### src/rtl/gate_sweep_pkg.sv
// Shared types and helpers for the gate sweep sequencer: FSM state
// encoding, settle counter width and the vector-count helper.
package gate_sweep_pkg;

    typedef enum logic [1:0] {
        ST_IDLE,
        ST_SETTLE,
        ST_SAMPLE,
        ST_DONE
    } state_t;

    // Width of the settle counter; SETTLE is limited to 1..255.
    localparam int CNT_W = 8;

    // Number of input vectors for an N-input gate.
    function automatic int nv_of(input int n_in);
        return 1 << n_in;
    endfunction

endpackage

### src/rtl/gate_sweep_ctrl_if.sv
// Control/result bundle between a sweep requester and gate_sweep_ctrl.
// Optional checking signals exist only when GATE_SWEEP_CHECK_EN is defined.
interface gate_sweep_ctrl_if
    import gate_sweep_pkg::*;
#(
    parameter int N_IN = 3
);
    localparam int NV = nv_of(N_IN);

    logic          start;
    logic          busy;
    logic          done;
    logic [NV-1:0] truth;
`ifdef GATE_SWEEP_CHECK_EN
    logic [NV-1:0]   exp_tt;
    logic            mismatch;
    logic [N_IN-1:0] err_idx;

    modport master (output start, output exp_tt,
                    input busy, input done, input truth,
                    input mismatch, input err_idx);
    modport slave  (input start, input exp_tt,
                    output busy, output done, output truth,
                    output mismatch, output err_idx);
`else
    modport master (output start,
                    input busy, input done, input truth);
    modport slave  (input start,
                    output busy, output done, output truth);
`endif

endinterface

### src/rtl/gate_sweep_timer.sv
// Settle-time counter: cleared by load, counts while enabled, and flags
// expiry once the current vector has been held for SETTLE cycles.
module gate_sweep_timer
    import gate_sweep_pkg::*;
#(
    parameter int SETTLE = 1
) (
    input  logic clk,
    input  logic rst,
    input  logic load,
    input  logic en,
    output logic expired
);
    localparam logic [CNT_W-1:0] CNT_LAST = CNT_W'(SETTLE - 1);
    localparam logic [CNT_W-1:0] CNT_ONE  = CNT_W'(1);

    logic [CNT_W-1:0] cnt_reg;

    // Cycle counter; load wins over count so a new vector always starts at 0.
    always_ff @(posedge clk or posedge rst) begin
        if (rst) begin
            cnt_reg <= '0;
        end else if (load) begin
            cnt_reg <= '0;
        end else if (en) begin
            cnt_reg <= cnt_reg + CNT_ONE;
        end
    end

    assign expired = (cnt_reg == CNT_LAST);

endmodule

### src/rtl/gate_sweep_ctrl.sv
// Exhaustive truth-table sweeper for a small combinational gate.
// Steps dut_in through 0..NV-1, holds each vector SETTLE cycles, then
// samples dut_out into truth[idx]. Define GATE_SWEEP_CHECK_EN to compare
// each sample against a table latched at start.
module gate_sweep_ctrl
    import gate_sweep_pkg::*;
#(
    parameter int N_IN   = 3,
    parameter int SETTLE = 1
) (
    input  logic            clk,
    input  logic            rst,
    gate_sweep_ctrl_if.slave ctl,
    output logic [N_IN-1:0] dut_in,
    input  logic            dut_out
);
    localparam int NV = nv_of(N_IN);
    // idx carries one extra bit so NV-1 is compared without wrapping.
    localparam logic [N_IN:0] LAST_IDX = (N_IN + 1)'(NV - 1);
    localparam logic [N_IN:0] IDX_ONE  = (N_IN + 1)'(1);

    state_t          state_reg, state_next;
    logic [N_IN:0]   idx_reg;
    logic [NV-1:0]   truth_reg;
    logic            busy_reg;
    logic            timer_load;
    logic            timer_expired;
    logic            start_accept;
    logic [N_IN-1:0] vec_idx;

    assign start_accept = (state_reg == ST_IDLE) && ctl.start;
    assign vec_idx      = idx_reg[N_IN-1:0];

    // Counter restarts on a new sweep and after every sample.
    assign timer_load = start_accept || (state_reg == ST_SAMPLE);

    gate_sweep_timer #(
        .SETTLE (SETTLE)
    ) u_timer (
        .clk     (clk),
        .rst     (rst),
        .load    (timer_load),
        .en      (state_reg == ST_SETTLE),
        .expired (timer_expired)
    );

    // State register.
    always_ff @(posedge clk or posedge rst) begin
        if (rst) begin
            state_reg <= ST_IDLE;
        end else begin
            state_reg <= state_next;
        end
    end

    // Next-state logic for the sweep sequence.
    always_comb begin
        state_next = state_reg;
        case (state_reg)
            ST_IDLE:   if (ctl.start) state_next = ST_SETTLE;
            ST_SETTLE: if (timer_expired) state_next = ST_SAMPLE;
            ST_SAMPLE: state_next = (idx_reg == LAST_IDX) ? ST_DONE : ST_SETTLE;
            ST_DONE:   state_next = ST_IDLE;
            default:   state_next = ST_IDLE;
        endcase
    end

    // Vector index, truth capture and busy flag; results hold after DONE.
    always_ff @(posedge clk or posedge rst) begin
        if (rst) begin
            idx_reg   <= '0;
            truth_reg <= '0;
            busy_reg  <= 1'b0;
        end else begin
            case (state_reg)
                ST_IDLE: begin
                    if (ctl.start) begin
                        idx_reg   <= '0;
                        truth_reg <= '0;
                        busy_reg  <= 1'b1;
                    end
                end
                ST_SAMPLE: begin
                    truth_reg[vec_idx] <= dut_out;
                    if (idx_reg != LAST_IDX) begin
                        idx_reg <= idx_reg + IDX_ONE;
                    end
                end
                ST_DONE: busy_reg <= 1'b0;
                default: ;
            endcase
        end
    end

    assign dut_in    = vec_idx;
    assign ctl.truth = truth_reg;
    assign ctl.busy  = busy_reg;
    assign ctl.done  = (state_reg == ST_DONE);

`ifdef GATE_SWEEP_CHECK_EN
    logic [NV-1:0]   exp_reg;
    logic            mismatch_reg;
    logic [N_IN-1:0] err_idx_reg;

    // Compare each sample with the expected table; err_idx keeps the first miss.
    always_ff @(posedge clk or posedge rst) begin
        if (rst) begin
            exp_reg      <= '0;
            mismatch_reg <= 1'b0;
            err_idx_reg  <= '0;
        end else if (start_accept) begin
            exp_reg      <= ctl.exp_tt;
            mismatch_reg <= 1'b0;
            err_idx_reg  <= '0;
        end else if ((state_reg == ST_SAMPLE) && (dut_out != exp_reg[vec_idx])) begin
            mismatch_reg <= 1'b1;
            if (!mismatch_reg) begin
                err_idx_reg <= vec_idx;
            end
        end
    end

    assign ctl.mismatch = mismatch_reg;
    assign ctl.err_idx  = err_idx_reg;
`endif

endmodule
### src/flat_wrapper.sv
// flat-port wrapper written by rule: the top's interface ports become plain ports
module gate_sweep_ctrl_flat import gate_sweep_pkg::*;
#(
    parameter int N_IN   = 3,
    parameter int SETTLE = 1
)
  (clk, rst, dut_in, dut_out, ctl_start, ctl_busy, ctl_done, ctl_truth);
  gate_sweep_ctrl_if #(.N_IN(N_IN)) ctl_i ();
  input  logic clk;
  input  logic rst;
  output logic [N_IN-1:0] dut_in;
  input  logic dut_out;
  input wire logic [$bits(ctl_i.start)-1:0] ctl_start;
  output wire logic [$bits(ctl_i.busy)-1:0] ctl_busy;
  output wire logic [$bits(ctl_i.done)-1:0] ctl_done;
  output wire logic [$bits(ctl_i.truth)-1:0] ctl_truth;
  assign ctl_i.start = ctl_start;
  assign ctl_busy = ctl_i.busy;
  assign ctl_done = ctl_i.done;
  assign ctl_truth = ctl_i.truth;
  gate_sweep_ctrl #(.N_IN(N_IN), .SETTLE(SETTLE)) u_core (.clk(clk), .rst(rst), .ctl(ctl_i), .dut_in(dut_in), .dut_out(dut_out));
endmodule
### config.mk
export PLATFORM = sky130hd
export DESIGN_NAME = gate_sweep_ctrl_flat
export DESIGN_NICKNAME = d
export VERILOG_FILES = /design/src/rtl/gate_sweep_pkg.sv /design/src/rtl/gate_sweep_ctrl_if.sv /design/src/rtl/gate_sweep_timer.sv /design/src/rtl/gate_sweep_ctrl.sv /design/src/flat_wrapper.sv
export SDC_FILE = /design/constraint.sdc
export NUM_CORES = 1
export LEC_CHECK = 0
export CORE_MARGIN = 8
export CORE_UTILIZATION = 53
export DETAILED_ROUTE_END_ITERATION = 12
export GPL_TIMING_DRIVEN = 1
export HOLD_SLACK_MARGIN = 0.15
export PLACE_DENSITY = 0.81
export RECOVER_POWER = 50
export SYNTH_ARGS = -nofsm -noshare
export SYNTH_HDL_FRONTEND = slang
export SYNTH_SLANG_ARGS = --single-unit
### constraint.sdc
create_clock -name clk -period 1.6 [get_ports clk]
set_input_delay 0.32 -clock clk [delete_from_list [all_inputs] [get_ports clk]]
set_output_delay 0.32 -clock clk [all_outputs]
set_load 0.01 [all_outputs]
==> flow_metrics.env, run 1 <==
export IMPL_fp_dieW_um=64.1
export IMPL_synth_most_common_cell="dfrtp_1"
export IMPL_syn_nets=129
export IMPL_fin_cells=172
export IMPL_syn_to_final_growth_pct=19.4
export IMPL_crit_type="flop to output pin"
export IMPL_synth_common_cells="dfrtp_1, nand2_1, mux2i_1, inv_1"
export IMPL_slew_viol_final=0
export IMPL_min_period_ns=1.55
export IMPL_tritoncts="yes"
export IMPL_holdPathStages=1
export IMPL_crit_required_ns=1.28
export IMPL_internal_power_uw=1260
export IMPL_nets=152
export IMPL_clkSinkCount=23
export IMPL_cts_path_max_buffers=2
export IMPL_slowest_delay_ns=0.54
export IMPL_cpLargestDelayFamily="buffers and inverters"
export IMPL_synth_top_family_by_area="simple AND/OR/NAND/NOR gates"
export IMPL_hold_buffers=0
export IMPL_grt_max_degree=24
export IMPL_cts_made_buffers=3
export IMPL_grt_usage_pct=12.8
export IMPL_min_from="u_core.u_timer.cnt_reg[5]$_DFFE_PP0P_"
export IMPL_start_util_pct=55.9
export IMPL_period_share_pct=96.8
export IMPL_gp_congestion=0.830
export IMPL_ys_seq_elements=23
export IMPL_remaining_drc_errors=0
export IMPL_fp_dieH_um=64.1
export IMPL_reg2reg_slack_ns=0.10
export IMPL_synth_edf_count=0
export IMPL_num_vias=950
export IMPL_r2r_end="u_core.u_timer.cnt_reg[4]$_DFFE_PP0P_"
export IMPL_grt_antenna_before_repair=0
export IMPL_ys_seq_area_share_pct=47.0
export IMPL_fmax_mhz=646
export IMPL_powerDensity_nw_per_um2=1370
export IMPL_totalWireLength_um=2490
export IMPL_status="completed"
export IMPL_yosysTopAreaCellShare_pct=47.0
export IMPL_first_pass_iters=4
export IMPL_die_area_um2=4100
export IMPL_path_clk_slew_ns=0.13
export IMPL_synthMuxAreaShare_pct=11.8
export IMPL_drtIter0Drc=22
export IMPL_drive_above_1_share_pct=15.3
export IMPL_synth_compound_area_share_pct=7.57
export IMPL_hold_end="u_core.u_timer.cnt_reg[5]$_DFFE_PP0P_"
export IMPL_synthXorXnorAreaFrac_pct=0.716
export IMPL_placed_cell_area_um2=1440
export IMPL_vdd_drop_max_mv=0.917
export IMPL_io_pins=17
export IMPL_ys_flop_type="dfrtp_1"
export IMPL_yosys_area_top_type="dfrtp_1"
export IMPL_grt_setup_unrepaired="no"
export IMPL_stdcell_area_um2=1460
export IMPL_antenna_left=0
export IMPL_path_buf_inv=1
export IMPL_synth_simple_gate_area_share_pct=23.8
export IMPL_cp_arrival_ns=1.23
export IMPL_dp_cells=166
export IMPL_power_switching_uw=749
export IMPL_p_sw_share_pct=37.4
export IMPL_htree_levels=1
export IMPL_drt_wirelength_per_cell_um=14.4
export IMPL_clock_latency_ns=0.31
export IMPL_cp_depth=1
export IMPL_p_clk_share_pct=13.5
export IMPL_crit_slowest_cell="clkdlybuf4s50_1"
export IMPL_grt_pass1_vias=937
export IMPL_async_flop_share_pct=100
export IMPL_worstHoldPathType="flop to flop"
export IMPL_setup_violations=0
export IMPL_via_per_inst=5.52
export IMPL_syn_cell_area_um2=1220
export IMPL_yosys_area_share_adder_pct=3.07
export IMPL_hold_viol=0
export IMPL_tightest_slew_ns=0.555
export IMPL_synth_cells=122
export IMPL_slew_headroom_pct=63.0
export IMPL_start_kind="flop"
export IMPL_fin_skew_ns=0.00861
export IMPL_combPwrFrac_pct=46.4
export IMPL_core_um2=2190
export IMPL_avgSynthCellArea_um2=10.0
export IMPL_power_leakage_uw=0.000767
export IMPL_dp_hpwl_um=1860
export IMPL_crit_path_cell_trace="clkdlybuf4s50_1"
export IMPL_grt_first_pass_wirelength_um=4290
export IMPL_rows=17
export IMPL_crit_path_max_fanout=2
export IMPL_ys_warn_count=0
export IMPL_pwr_share_seq_pct=40.1
export IMPL_drv_cap=0
export IMPL_reg2reg_depth=5
export IMPL_cts_root_buf="clkbuf_4"
export IMPL_crit_path_end_kind="output pin"
export IMPL_io_buffers=16
export IMPL_ys_types=33
export IMPL_synth_area_leaders="dfrtp_1, mux2i_1, nand2_1"
export IMPL_n_antenna_cell=0
export IMPL_gr_total_overflow=0
export IMPL_r2r_start="u_core.state_reg[0]$_DFFE_PP0P_"
worst max-delay path by stage:
stage,from,to,slack (ns)
finish,u_core.ctl.truth[2]$_DFFE_PP0P_,ctl_truth[2],0.05
global route,u_core.ctl.truth[1]$_DFFE_PP0P_,ctl_truth[1],0.007
CTS,u_core.ctl.truth[3]$_DFFE_PP0P_,ctl_truth[3],0.03
detailed placement,ctl_start,u_core.ctl.truth[4]$_DFFE_PP0P_,-0.09
global placement,ctl_start,u_core.ctl.truth[4]$_DFFE_PP0P_,-0.02
floorplan,u_core.idx_reg[0]$_DFFE_PP0P_,u_core.idx_reg[0]$_DFFE_PP0P_,0.17
per-stage QoR:
stage	hold slack [ns]	setup slack [ns]	total power, uW	setup TNS (ns)	util [%]
after floorplan	0.322	0.172	1410	0	-
after global placement	0.479	-0.0165	1730	-0.0631	65.5
after detailed placement	0.495	-0.0907	1760	-0.401	65.5
after CTS	0.347	0.0285	2040	0	67.2
after global routing	0.532	0.00729	2160	0	66.7
final	0.512	0.0520	2000	0	66.7
cell families after synthesis:
| group | count (synthesis) |
|---|---|
| flops | 23 |
| fa+ha+maj | 3 |
| mux | 14 |
| xor+xnor | 1 |
| compound gates | 13 |
| buf+inv | 15 |
| simple gates | 53 |
power by group through the flow:
stage	Sequential, uW	Combinational (uW)	Clock, uW
floorplan	839	568	0
global placement	812	914	0
detailed placement	818	943	0
CTS	802	961	273
global route	816	1040	296
finish	803	931	271
timing repair:
action,CTS,global route
endpoints found under the setup margin,4,3
pin swaps,0,0
buffers inserted,2,0
gates resized for setup,5,3
placed cells by master, fill, tap and decap left out, types with 2 or more instances in the layout:
cell type,netlist,routed
ha_1,3,3
dlygate4sd2_1,0,4
clkdlybuf4s50_1,0,8
mux2_2,3,3
o21ai_0,3,3
clkbuf_4,0,4
buf_4,3,8
nor2_1,4,4
mux2i_1,11,11
nand4_1,5,5
nand2_1,21,21
a21o_1,2,2
inv_1,6,6
nand2b_1,2,2
clkbuf_1,1,2
a22o_1,4,4
dfrtp_1,23,22
and2_1,2,2
nor2b_1,4,4
clkbuf_2,0,2
clkdlybuf4s25_1,0,2
nand3b_1,2,2
nand3_1,4,4
layer usage:
metal | vias up | part of all wire [%] | GRT usage (%) | wire, um
met4 | 0 | 1.2 | 5.01 | 29
met5 | - | 0 | 0 | 0
li1 | 465 | - | - | -
met1 | 466 | 45 | 15.3 | 1120
met3 | 4 | 4.2 | 3.83 | 104
met2 | 15 | 49 | 21.2 | 1230
final cells by class:
| class | count | area (um^2) |
|---|---|---|
| Tap cell | 28 | 35.0 |
| Clock buffer | 4 | 26.3 |
| Timing Repair Buffer | 27 | 226 |
| Sequential cell | 23 | 577 |
| Fill cell | 170 | 729 |
| Multi-Input combinational cell | 84 | 574 |
| Inverter | 6 | 22.5 |
Power figures use the tool's default switching activity.
==> inputs of run 2 (changes only) <==
--- a/config.mk
+++ b/config.mk
@@ -5,12 +5,14 @@
 export SDC_FILE = /design/constraint.sdc
 export NUM_CORES = 1
 export LEC_CHECK = 0
+export CAP_MARGIN = 20
 export CORE_MARGIN = 8
-export CORE_UTILIZATION = 53
+export CORE_UTILIZATION = 56
+export CTS_BUF_LIST = sky130_fd_sc_hd__clkbuf_8
 export DETAILED_ROUTE_END_ITERATION = 12
 export GPL_TIMING_DRIVEN = 1
 export HOLD_SLACK_MARGIN = 0.15
-export PLACE_DENSITY = 0.81
+export PLACE_DENSITY = 0.84
 export RECOVER_POWER = 50
 export SYNTH_ARGS = -nofsm -noshare
 export SYNTH_HDL_FRONTEND = slang
==> run 2 against run 1 <==
  * Clock power increased by 35%
  * Wire length decreased by 2.2%
  * Worst setup slack improved by 0.028 ns
  * Design area increased by 3.0%
  * Total power increased by 6.9%
  * Sequential power decreased by 0.7%
  * Die area decreased by 4.0%
  * Count of clock-buffer cells in the layout decreased by 1
  * Global-route usage increased by 0.061 points
  * Non-clock buffer count increased by 2
  * Critical endpoint is now u_core.state_reg[0]$_DFFE_PP0P_
  * Largest cell class unchanged
==> flow_metrics.env, run 2 (synthesis results as in run 1) <==
export IMPL_dp_slack_ns=-0.0665
export IMPL_setup_violations=0
export IMPL_worstHoldPathType="flop to flop"
export IMPL_vdd_drop_max_mv=0.953
export IMPL_crit_path_end_kind="flop"
export IMPL_grt_first_pass_wirelength_um=4110
export IMPL_first_pass_iters=4
export IMPL_power_total_uw=2140
export IMPL_final_util_pct=70.1
export IMPL_fmax_mhz=658
export IMPL_grt_pass1_vias=895
export IMPL_slowest_delay_ns=0.46
export IMPL_final_common_cell="dfrtp_1"
export IMPL_rows=17
export IMPL_power_switching_uw=764
export IMPL_totalWireLength_um=2430
export IMPL_grt_max_degree=24
export IMPL_num_vias=945
export IMPL_htree_levels=1
export IMPL_fp_dieH_um=62.7
export IMPL_setup_slack_ns=0.0795
export IMPL_cts_made_buffers=3
export IMPL_path_clk_slew_ns=0.08
export IMPL_io_pins=17
export IMPL_start_kind="flop"
export IMPL_grt_usage_pct=12.9
export IMPL_nFillCells=161
export IMPL_n_antenna_cell=0
export IMPL_clock_latency_ns=0.27
export IMPL_syn_to_final_growth_pct=23.0
export IMPL_final_cell_mix="dfrtp_1, nand2_1, clkdlybuf4s50_1"
export IMPL_fin_skew_ns=0.00441
export IMPL_power_leakage_uw=0.000773
export IMPL_fp_dieW_um=62.7
export IMPL_internal_power_uw=1380
export IMPL_fin_tns_setup_ns=0
export IMPL_crit_path_cell_trace="inv_1 -> ha_1 -> or4b_1 -> nor4_2 -> o21ai_0"
export IMPL_via_per_inst=5.43
export IMPL_cts_root_buf="clkbuf_8"
export IMPL_reg2reg_slack_ns=0.08
export IMPL_grt_setup_unrepaired="no"
export IMPL_io_buffers=16
export IMPL_slew_viol_final=0
export IMPL_nets=154
export IMPL_start_util_pct=57.0
export IMPL_dp_hpwl_um=1790
export IMPL_period_share_pct=95.0
export IMPL_crit_required_ns=1.75
export IMPL_cp_arrival_ns=1.67
export IMPL_grt_antenna_before_repair=0
export IMPL_drt_wirelength_per_cell_um=14.0
export IMPL_slew_headroom_pct=62.8
export IMPL_cts_path_max_buffers=2
export IMPL_powerDensity_nw_per_um2=1420
export IMPL_die_area_um2=3940
export IMPL_gp_congestion=0.767
export IMPL_tightest_slew_ns=0.558
export IMPL_crit_slowest_cell="or4b_1"
export IMPL_crit_path_max_fanout=4
export IMPL_antenna_left=0
export IMPL_drv_cap=0
export IMPL_combPwrFrac_pct=45.8
export IMPL_drtIter0Drc=31
export IMPL_crit_type="flop to flop"
export IMPL_gr_total_overflow=0
export IMPL_min_period_ns=1.52
export IMPL_core_um2=2150
export IMPL_hold_viol=0
export IMPL_drive_above_1_share_pct=15.8
export IMPL_p_clk_share_pct=17.0
export IMPL_clkSinkCount=23
export IMPL_p_sw_share_pct=35.7
export IMPL_tritoncts="yes"
export IMPL_pwr_share_seq_pct=37.2
export IMPL_remaining_drc_errors=0
export IMPL_status="completed"
## run 2: timing repair
item | in CTS | in global routing
buffers inserted | 2 | 0
endpoints found under the setup margin | 2 | 1
hold buffers | 0 | 0
resized for setup | 2 | 1
## run 2: stage by stage
step / cell area [um^2] / std cells / hold WS, ns
finish: 1510 / 174 / 0.493
global route: 1510 / 174 / 0.505
CTS: 1510 / 174 / 0.387
detailed placement: 1450 / 168 / 0.486
global placement: 1450 / 168 / 0.477
floorplan: 1220 / 122 / 0.322
## run 2: worst paths after layout
path / from / to / cells past startpoint
max in group asynchronous: rst / u_core.idx_reg[2]$_DFFE_PP0P_ / 3
hold / removal: u_core.u_timer.cnt_reg[5]$_DFFE_PP0P_ / u_core.u_timer.cnt_reg[5]$_DFFE_PP0P_ / 1
setup reg to reg: u_core.u_timer.cnt_reg[1]$_DFFE_PP0P_ / u_core.state_reg[0]$_DFFE_PP0P_ / 5
setup / recovery: u_core.u_timer.cnt_reg[1]$_DFFE_PP0P_ / u_core.state_reg[0]$_DFFE_PP0P_ / 5
hold reg to reg: u_core.u_timer.cnt_reg[5]$_DFFE_PP0P_ / u_core.u_timer.cnt_reg[5]$_DFFE_PP0P_ / 1
min in group asynchronous: rst / u_core.u_timer.cnt_reg[3]$_DFFE_PP0P_ / 3
## run 2: power by group through the flow
stage | registers [uW] | logic [uW] | clock network (uW)
2_1_floorplan | 839 | 568 | 0
3_3_place_gp | 819 | 931 | 0
3_5_place_dp | 824 | 968 | 0
4_1_cts | 798 | 1000 | 377
5_1_grt | 813 | 1090 | 405
6_report | 797 | 982 | 365
## run 2: final cells by class
class / count / area (um^2) / share of cell area (%)
Tap cell: 28 / 35.0 / 2.33
Inverter: 6 / 22.5 / 1.50
Timing Repair Buffer: 29 / 248 / 16.5
Sequential cell: 23 / 577 / 38.3
Clock buffer: 3 / 41.3 / 2.74
Clock inverter: 1 / 7.51 / 0.499
Multi-Input combinational cell: 84 / 574 / 38.2
## run 2: metal layers
metal	routed length (um)	up-vias	global-route usage, %
met5	0	-	0
met4	52	0	6.84
met3	135	5	3.41
met2	1210	24	21.0
met1	1030	449	15.2
li1	-	467	-
## run 2: worst max-delay path: cells and delay by family (launching register included)
family / cells / cell delay (ns)
buffers and inverters: 1 / 0.06
flip-flops: 1 / 0.41
AO/OA/AOI/OAI: 1 / 0.12
AND/OR/NAND/NOR: 2 / 0.66
adder cells (fa/ha/maj): 1 / 0.14
==> inputs of run 3 (changes only) <==
--- a/config.mk
+++ b/config.mk
@@ -9,6 +9,7 @@
 export CORE_MARGIN = 8
 export CORE_UTILIZATION = 56
 export CTS_BUF_LIST = sky130_fd_sc_hd__clkbuf_8
+export CTS_CLUSTER_SIZE = 28
 export DETAILED_ROUTE_END_ITERATION = 12
 export GPL_TIMING_DRIVEN = 1
 export HOLD_SLACK_MARGIN = 0.15
==> results of run 3 <==
Final layout, timing and power as in run 2 (identical DEF).
